===== config.mk =====
export PLATFORM = sky130hd
export DESIGN_NAME = cuthrough_output_arbiter
export DESIGN_NICKNAME = d
export VERILOG_FILES = /design/src/rtl/cuthrough_output_arbiter.sv
export SDC_FILE = /design/constraint.sdc
export NUM_CORES = 1
export LEC_CHECK = 0
export CAP_MARGIN = 20
export CELL_PAD_IN_SITES_DETAIL_PLACEMENT = 0
export CELL_PAD_IN_SITES_GLOBAL_PLACEMENT = 1
export CORE_MARGIN = 8
export CORE_UTILIZATION = 15
export DETAILED_ROUTE_END_ITERATION = 8
export GPL_TIMING_DRIVEN = 0
export PLACE_DENSITY_LB_ADDON = 0.12
export SYNTH_ARGS = -nofsm -noshare
export SYNTH_HDL_FRONTEND = slang
export SYNTH_SLANG_ARGS = --single-unit

===== constraint.sdc =====
create_clock -name clk -period 2.9 [get_ports clk]
set_input_delay 0.435 -clock clk [delete_from_list [all_inputs] [get_ports clk]]
set_output_delay 0.435 -clock clk [all_outputs]
set_load 0.02 [all_outputs]

===== src/rtl/cuthrough_output_arbiter.sv =====
// Per-output-port round-robin arbiter for the cut-through router.
// Grants one requesting input and holds it until that input's TLAST beat handshakes.
module cuthrough_output_arbiter #(
    parameter int DATA_WIDTH           = 40,
    parameter int ID_WIDTH             = 4,
    parameter int CHANNEL_NUMBER       = 5,
    parameter int CHANNEL_NUMBER_WIDTH = $clog2(CHANNEL_NUMBER)
) (
    input  logic                                 clk,
    input  logic                                 rst,
    input  logic [CHANNEL_NUMBER-1:0]            req,
    input  logic [CHANNEL_NUMBER-1:0]            in_tvalid,
    input  logic [CHANNEL_NUMBER*DATA_WIDTH-1:0] in_tdata,
    input  logic [CHANNEL_NUMBER*ID_WIDTH-1:0]   in_tid,
    input  logic [CHANNEL_NUMBER-1:0]            in_tlast,
    output logic [CHANNEL_NUMBER-1:0]            in_tready,
    output logic                                 out_tvalid,
    output logic [DATA_WIDTH-1:0]                out_tdata,
    output logic [ID_WIDTH-1:0]                  out_tid,
    output logic                                 out_tlast,
    input  logic                                 out_tready,
    output logic [CHANNEL_NUMBER-1:0]            grant,
    output logic                                 busy
);

    typedef enum logic {IDLE, BUSY} state_t;

    state_t                          state_q, state_d;
    logic [CHANNEL_NUMBER_WIDTH-1:0] rr_ptr_q, rr_ptr_d;
    logic [CHANNEL_NUMBER_WIDTH-1:0] grant_idx_q, grant_idx_d;

    logic [CHANNEL_NUMBER-1:0]       elig;
    logic [CHANNEL_NUMBER_WIDTH-1:0] pick_hi, pick_lo, winner;
    logic                            found_hi;
    logic                            idx_ok;
    logic                            own;

    // Lowest eligible index at or above rr_ptr wins; otherwise wrap to the lowest eligible overall.
    always_comb begin
        elig     = req & in_tvalid;
        pick_hi  = '0;
        pick_lo  = '0;
        found_hi = 1'b0;
        for (int i = CHANNEL_NUMBER - 1; i >= 0; i--) begin
            if (elig[i]) begin
                pick_lo = CHANNEL_NUMBER_WIDTH'(i);
                if (CHANNEL_NUMBER_WIDTH'(i) >= rr_ptr_q) begin
                    pick_hi  = CHANNEL_NUMBER_WIDTH'(i);
                    found_hi = 1'b1;
                end
            end
        end
        winner = found_hi ? pick_hi : pick_lo;
    end

    assign idx_ok = (int'(grant_idx_q) < CHANNEL_NUMBER);
    assign own    = (state_q == BUSY) && idx_ok && !rst;
    assign busy   = own;

    always_comb begin
        out_tvalid = 1'b0;
        out_tdata  = '0;
        out_tid    = '0;
        out_tlast  = 1'b0;
        in_tready  = '0;
        grant      = '0;
        for (int i = 0; i < CHANNEL_NUMBER; i++) begin
            if (own && (grant_idx_q == CHANNEL_NUMBER_WIDTH'(i))) begin
                grant[i]     = 1'b1;
                out_tvalid   = in_tvalid[i] & req[i];
                out_tdata    = in_tdata[i*DATA_WIDTH +: DATA_WIDTH];
                out_tid      = in_tid[i*ID_WIDTH +: ID_WIDTH];
                out_tlast    = in_tlast[i];
                in_tready[i] = out_tready;
            end
        end
    end

    // Release happens only on the TLAST handshake; no new grant in that cycle, leaving one bubble.
    always_comb begin
        state_d     = state_q;
        rr_ptr_d    = rr_ptr_q;
        grant_idx_d = grant_idx_q;
        if ((state_q == BUSY) && idx_ok) begin
            if (out_tvalid && out_tready && out_tlast) begin
                state_d  = IDLE;
                rr_ptr_d = (grant_idx_q == CHANNEL_NUMBER_WIDTH'(CHANNEL_NUMBER - 1))
                           ? '0 : grant_idx_q + 1'b1;
            end
        end else if (|elig) begin
            state_d     = BUSY;
            grant_idx_d = winner;
        end else begin
            state_d = IDLE;
        end
    end

    always_ff @(posedge clk) begin
        if (rst) begin
            state_q     <= IDLE;
            rr_ptr_q    <= '0;
            grant_idx_q <= '0;
        end else begin
            state_q     <= state_d;
            rr_ptr_q    <= rr_ptr_d;
            grant_idx_q <= grant_idx_d;
        end
    end

endmodule

==> flow_metrics.py, run 1 <==
metrics = {
    "power_and_ir_drop": {
        "peakVddDrop_mv": 0.229,
        "p_leak_nw": 2.27,
        "power_w": 0.00120,
        "p_per_area_mw_per_mm2": 209,
    },
    "place": {
        "dp_hpwl_um": 15700,
        "gp_congestion": 0.847,
        "portBuffers": 294,
        "place_area_sq_mm": 0.00548,
    },
    "status": {
        "status": "finished clean",
    },
    "logic_synthesis": {
        "synth_area_sq_mm": 0.00230,
        "yosysWarnings": 0,
        "synth_area_leader_cell": "a221oi_1",
        "syn_inst": 400,
        "synth_seq_cells": 7,
        "synthTopCellsByArea": "a221oi_1 (17%), a21oi_1 (11%), o21ai_0 (10%)",
        "synth.top_cell.area_share": 0.171,
        "syn_nets": 643,
        "avgSynthCellArea_sq_um": 5.76,
        "yosysSeqAreaShare": 0.0608,
        "synth_cell_types": 40,
    },
    "worst_setup_path": {
        "r2r_start": "grant_idx_q[0]",
        "required_ps": 2470,
        "cp_max_fo": 10,
        "worstSetupEndpoint": "out_tdata[34]",
        "slowest_delay_ps": 370,
        "reg2regPathDepth": 7,
        "worstPathCellList": "ha_1, ha_1, and4b_2, buf_4, buf_2, nor3_1, a21oi_1, o21ai_0, dlygate4sd2_1",
        "crit_start": "grant_idx_q[0]",
        "cp-start-kind": "register",
        "r2r_slack_ps": 740,
        "arrival_ps": 2400,
        "crit_top_cell": "ha_1",
        "rr_endpoint": "rr_ptr_q[2]",
        "crit_type": "register to output pin",
        "cp-end-kind": "output pin",
        "crit_slowest_cell": "dlygate4sd2_1",
    },
    "routing": {
        "avgViaCountPerCell": 4.86,
        "drc": 0,
        "drt-initial-drc-count": 199,
        "routedWlPerCell_um": 21.1,
        "wirelength_um": 18800,
        "vias": 4346,
        "drtPass1Iterations": 5,
        "ant_nets": 0,
    },
    "sta": {
        "maxSlewViolCount": 0,
        "fin_skew_ps": 3.16,
        "rsz0062_at_grt": "true",
        "setup_viol": 0,
        "period_needed_ps": 2830,
        "fin_crit_sh": 0.977,
        "hold_viol_final": 0,
        "worstMarginPinSlew_ps": 445,
        "max_freq_mhz": 353,
        "relSlewSlack": 0.703,
    },
    "clock_tree": {
        "clockBufferDepth": 2,
        "clockRootBuffer": "clkbuf_16",
        "clk_pin_slew_ps": 40,
        "clk_latency_ps": 230,
        "cts_tree": "done",
        "cts_buffers": 3,
        "clock_sinks": 7,
        "htreeDepth": 1,
    },
    "global_routing": {
        "grt_pass1_wl_um": 27400,
        "antenna_found_initial": 0,
        "first_global_vias": 4498,
        "grt_usage": 0.176,
        "grt_max_degree": 14,
        "grt_overflow": 0,
    },
    "floorplanning": {
        "chipHeight_um": 140,
        "die_area_sq_mm": 0.0196,
        "start_util": 0.153,
        "io_pins": 295,
        "die_w_um": 140,
        "core_sq_mm": 0.0151,
        "rows": 45,
    },
    "finish": {
        "fillCellCount": 1636,
        "drive_above_1_share": 0.191,
        "nNetsFinal": 949,
        "design_area_sq_mm": 0.00576,
        "layout_commonest_cell": "clkdlybuf4s50_1",
        "syn_to_final_growth_pct": 150,
        "final_cell_mix": "clkdlybuf4s50_1 (246), nand2_1 (55), nor2_1 (54)",
    },
    "worst_hold_path": {
        "hp-class": "register to register",
    },
    "job": {
        "drv_cap": 0,
    },
}
[area by class of cell]
cell class                      instances  area, sq um  share of cell area
Timing Repair Buffer                  303         2870               0.498
Multi-Input combinational cell        345         2140               0.372
Buffer                                 36          246              0.0428
Tap cell                              188          235              0.0409
Sequential cell                         7          145              0.0252
Clock buffer                            4         78.8              0.0137
Inverter                               10         40.0             0.00696
Antenna cell                            1         2.50            0.000435
[sequential cells by signal, indices dropped and copies added (netlist names)]
| name | flops |
|---|---|
| grant_idx_q | 3 |
| rr_ptr_q | 3 |
| state_q | 1 |
[through the flow]
stage	cells	worst slack, ps	hold slack, ps	util	TNS [ps]
after floorplan	400	320	543	-	0
after global routing	893	-60.7	553	0.381	-60.7
after detailed placement	882	-1260	593	0.363	-49630
after CTS	893	36.7	532	0.385	0
after global placement	882	-1230	592	0.363	-47630
final	894	66.8	537	0.382	0
[synth_stat cells]
master,n
a311oi_1,2
nand2_2,1
inv_2,3
o211ai_1,1
a211oi_1,2
dfxtp_1,7
nor4b_2,1
nor2b_1,3
a21o_1,2
and2_1,3
nand3_4,1
clkbuf_1,15
ha_1,5
a311o_1,1
nand3_2,1
nand2_1,55
and4b_1,1
and4_1,1
nand4bb_1,1
nor3b_4,1
buf_4,1
or4_1,1
nand4_1,1
a221o_1,1
nor2_1,55
a221oi_1,45
a32oi_1,1
buf_1,7
a31oi_4,1
nand3_1,2
o21ai_0,48
nor3_1,47
o22ai_2,1
buf_2,15
a21oi_1,51
inv_1,7
o21ai_2,1
and3_1,1
mux2_4,3
a31oi_1,4
[power by group]
| part | switching (W) | leakage (nW) | total, W | internal [W] |
|---|---|---|---|---|
| clock | 0.0000560 | 0.0382 | 0.000239 | 0.000183 |
| combinational | 0.000367 | 2.17 | 0.000849 | 0.000482 |
| sequential | 0.0000113 | 0.0585 | 0.000114 | 0.000103 |
| total | 0.000434 | 2.27 | 0.00120 | 0.000769 |
[how the worst min path moves through the flow]
stage / start / to / slack (ps) / cells past startpoint
global placement: state_q / state_q / 590 / 2
global route: grant_idx_q[2] / grant_idx_q[2] / 550 / 2
CTS: grant_idx_q[2] / grant_idx_q[2] / 530 / 2
floorplan: grant_idx_q[1] / grant_idx_q[1] / 540 / 2
finish: grant_idx_q[2] / grant_idx_q[2] / 540 / 2
detailed placement: grant_idx_q[1] / grant_idx_q[1] / 590 / 2
[timing repair]
action | in CTS | in global routing
hold buffers | 0 | 0
pin swaps | 4 | 1
setup buffers | 9 | 0
endpoints found under the setup margin | 52 | 42
resized for setup | 198 | 89
gates cloned | 0 | 0
[cells by family after synthesis]
| group | after synthesis | synth area share |
|---|---|---|
| flops | 7 | 0.0608 |
| simple gates | 176 | 0.353 |
| mux | 3 | 0.0195 |
| buf+inv | 48 | 0.0880 |
| fa+ha+maj | 5 | 0.0271 |
| compound gates | 161 | 0.452 |
[routing by layer]
layer	wire length (um)	part of all wire	GRT usage	up-vias
met5	0	0	0	-
met4	129	0.0068	0.0211	0
met3	1680	0.089	0.0483	13
met2	9490	0.50	0.319	214
met1	7540	0.40	0.208	2004
li1	-	-	-	2115
[worst max-delay path: cells and delay by family (launching register included)]
family / cells / cell delay [ps]
fa+ha+maj: 2 / 380
buf+inv: 3 / 770
simple gates: 2 / 480
compound gates: 2 / 190
flops: 1 / 360
(Power assumes the default switching activity.)
==> run 2: changes to the inputs <==
- SLEW_MARGIN: not set -> 5
==> results of run 2 <==
No change in the layout: final DEF, timing and power equal those of run 1.
==> run 3: changes to the inputs <==
- CORE_UTILIZATION: 15 -> 13
- PLACE_DENSITY: not set -> 0.79
- PLACE_DENSITY_LB_ADDON: 0.12 -> not set
- clock period: 2.9 -> 2.5 ns (I/O delays scaled with it)
==> run 3 against run 2 <==
Effect of this change: the flow now finishes with violations (negative setup slack); core utilization is 3.8 points higher; non-clock buffer count increased by 36; clock skew shrank 1.8 ps; sequential cell count is the same; final cell count increased by 8.1%; largest cell class unchanged; global-route usage is 1.1 points lower; total power grew 41%.
==> flow_metrics.py, run 3 (same netlist as run 1, synthesis figures left out) <==
metrics = {
    "status": {
        "status": "finished, violations left",
        "violations": "negative setup slack",
    },
    "sta": {
        "fin_crit_sh": 1.02,
        "maxSlewViolCount": 0,
        "rsz0062_at_grt": "true",
        "period_needed_ps": 2550,
        "setup_viol": 10,
        "max_freq_mhz": 393,
        "finalSetupTns_ps": -263,
        "hold_ws_ps": 529,
        "relSlewSlack": 0.786,
        "worstMarginPinSlew_ps": 319,
        "fin_skew_ps": 1.32,
        "hold_viol_final": 0,
        "worst_slack_ps": -45.6,
    },
    "worst_setup_path": {
        "cp-start-kind": "register",
        "crit_top_cell": "buf_12",
        "crit_family": "buffers and inverters",
        "crit_type": "register to output pin",
        "critical_path_buf_inv_count": 5,
        "r2r_start": "grant_idx_q[0]",
        "cp_max_fo": 5,
        "cp-end-kind": "output pin",
        "arrival_ps": 2170,
        "worstPathCellList": "buf_12, ha_4, and2_4, buf_12, buf_12, clkbuf_16, a221oi_2, nor3_1, a21oi_1, o21ai_1, buf_4",
        "required_ps": 2120,
        "crit_start": "grant_idx_q[0]",
        "slowest_delay_ps": 370,
        "crit_slowest_cell": "dfxtp_4",
    },
    "clock_tree": {
        "clk_latency_ps": 230,
        "clk_pin_slew_ps": 30,
        "clockRootBuffer": "clkbuf_16",
        "htreeDepth": 1,
        "cts_tree": "done",
        "clock_sinks": 7,
        "clockBufferDepth": 2,
        "cts_buffers": 3,
    },
    "power_and_ir_drop": {
        "p_sw_w": 0.000617,
        "sw_frac_of_total": 0.364,
        "seqPwrFrac": 0.078,
        "p_per_area_mw_per_mm2": 233,
        "peakVddDrop_mv": 0.165,
        "cell_internal_pwr_w": 0.00108,
        "power_frac_comb": 0.763,
        "p_leak_nw": 2.83,
        "power_frac_clock": 0.159,
    },
    "floorplanning": {
        "core_sq_mm": 0.0173,
        "die_w_um": 149,
        "start_util": 0.133,
        "rows": 48,
        "chipHeight_um": 149,
        "die_area_sq_mm": 0.0222,
        "io_pins": 295,
    },
    "finish": {
        "fillCellCount": 1799,
        "drive_above_1_share": 0.340,
        "nNetsFinal": 985,
        "fin_util": 0.419,
        "layout_commonest_cell": "clkdlybuf4s50_1",
        "reg.largest.list": "grant_idx_q: 3 flops, rr_ptr_q: 3 flops, state_q: 1 flops",
        "final_cell_mix": "clkdlybuf4s50_1 (240), buf_4 (62), nand2_1 (55)",
        "syn_to_final_growth_pct": 215,
        "antennaDiodeCount": 0,
    },
    "worst_hold_path": {
        "hp-class": "register to register",
        "hp-start": "grant_idx_q[2]",
    },
    "global_routing": {
        "antenna_found_initial": 0,
        "first_global_vias": 4895,
        "grt_max_degree": 11,
        "grt_usage": 0.165,
        "grt_pass1_wl_um": 28700,
        "grt_overflow": 0,
    },
    "place": {
        "dp_hpwl_um": 15000,
        "gp_congestion": 0.831,
        "post-place-ws_ps": -1790,
        "portBuffers": 294,
    },
    "routing": {
        "drc": 0,
        "met3RoutedLength_um": 1820,
        "wirelength_um": 20300,
        "ant_nets": 0,
        "vias": 4516,
        "drtPass1Iterations": 4,
        "avgViaCountPerCell": 4.67,
        "wl_met1_um": 8300,
        "wl_met2_um": 9850,
        "drt-initial-drc-count": 135,
        "routedWlPerCell_um": 21.0,
        "highest_layer": "met4",
    },
    "job": {
        "drv_cap": 0,
    },
}
==> run 3: cell types whose count changed in the layout (fill, tap and decap cells not counted), moves of 22 or more <==
cell,before,now
a221oi_4,0,22
buf_4,24,62
a221oi_1,30,4
o21ai_1,2,32
o21ai_0,46,13
nor3_1,41,16
==> run 3: path summary, 6_finish.rpt <==
| kind | slack, ps | cells past startpoint | to |
|---|---|---|---|
| hold reg to reg | 530 | 2 | grant_idx_q[2] |
| setup / recovery | -50 | 11 | out_tdata[25] |
| hold / removal | 530 | 2 | grant_idx_q[2] |
| setup reg to reg | 150 | 11 | rr_ptr_q[0] |
==> run 3: timing repair <==
action | CTS | global route
cloned | 4 | 5
hold buffers | 0 | 0
setup endpoints to repair | 56 | 49
pin swaps | 28 | 31
resized for setup | 480 | 99
setup buffers | 20 | 17
==> run 3: final cells by class <==
cell class,instances,area [sq um],share of cell area
plain buffers,36,498,0.0687
clock buffers,4,78.8,0.0109
inverters,10,50.0,0.00690
multi-input cells,345,2830,0.391
flip-flops and latches,7,155,0.0214
well taps,225,282,0.0388
repair buffers,339,3350,0.463
==> run 3: power groups by stage <==
stage	clock network (W)	logic (W)	registers, W
4_1_cts	0.000270	0.00114	0.000131
2_1_floorplan	0	0.000359	0.000129
6_report	0.000269	0.00129	0.000132
3_5_place_dp	0	0.000988	0.000131
3_3_place_gp	0	0.000988	0.000131
5_1_grt	0.000278	0.00137	0.000134
==> run 3: metal layers <==
metal,global-route usage,vias to the layer above
met4,0.0348,0
met2,0.289,228
met5,0,-
li1,-,2195
met1,0.199,2070
met3,0.0428,23
==> run 3: stage by stage <==
stage | instance area [sq um] | power [W] | instances
2_1_floorplan | 2300 | 0.000488 | 400
3_3_place_gp | 5530 | 0.00112 | 919
3_5_place_dp | 5530 | 0.00112 | 919
4_1_cts | 6610 | 0.00154 | 946
5_1_grt | 7250 | 0.00179 | 966
6_report | 7250 | 0.00169 | 966
==> run 3: tightest hold or removal path: cells and delay by family, from the launching register on <==
| family | cells | cell delay [ps] |
|---|---|---|
| and+or+nand+nor | 1 | 60 |
| DFF | 1 | 370 |
| AOI/OAI and AO/OA | 1 | 50 |
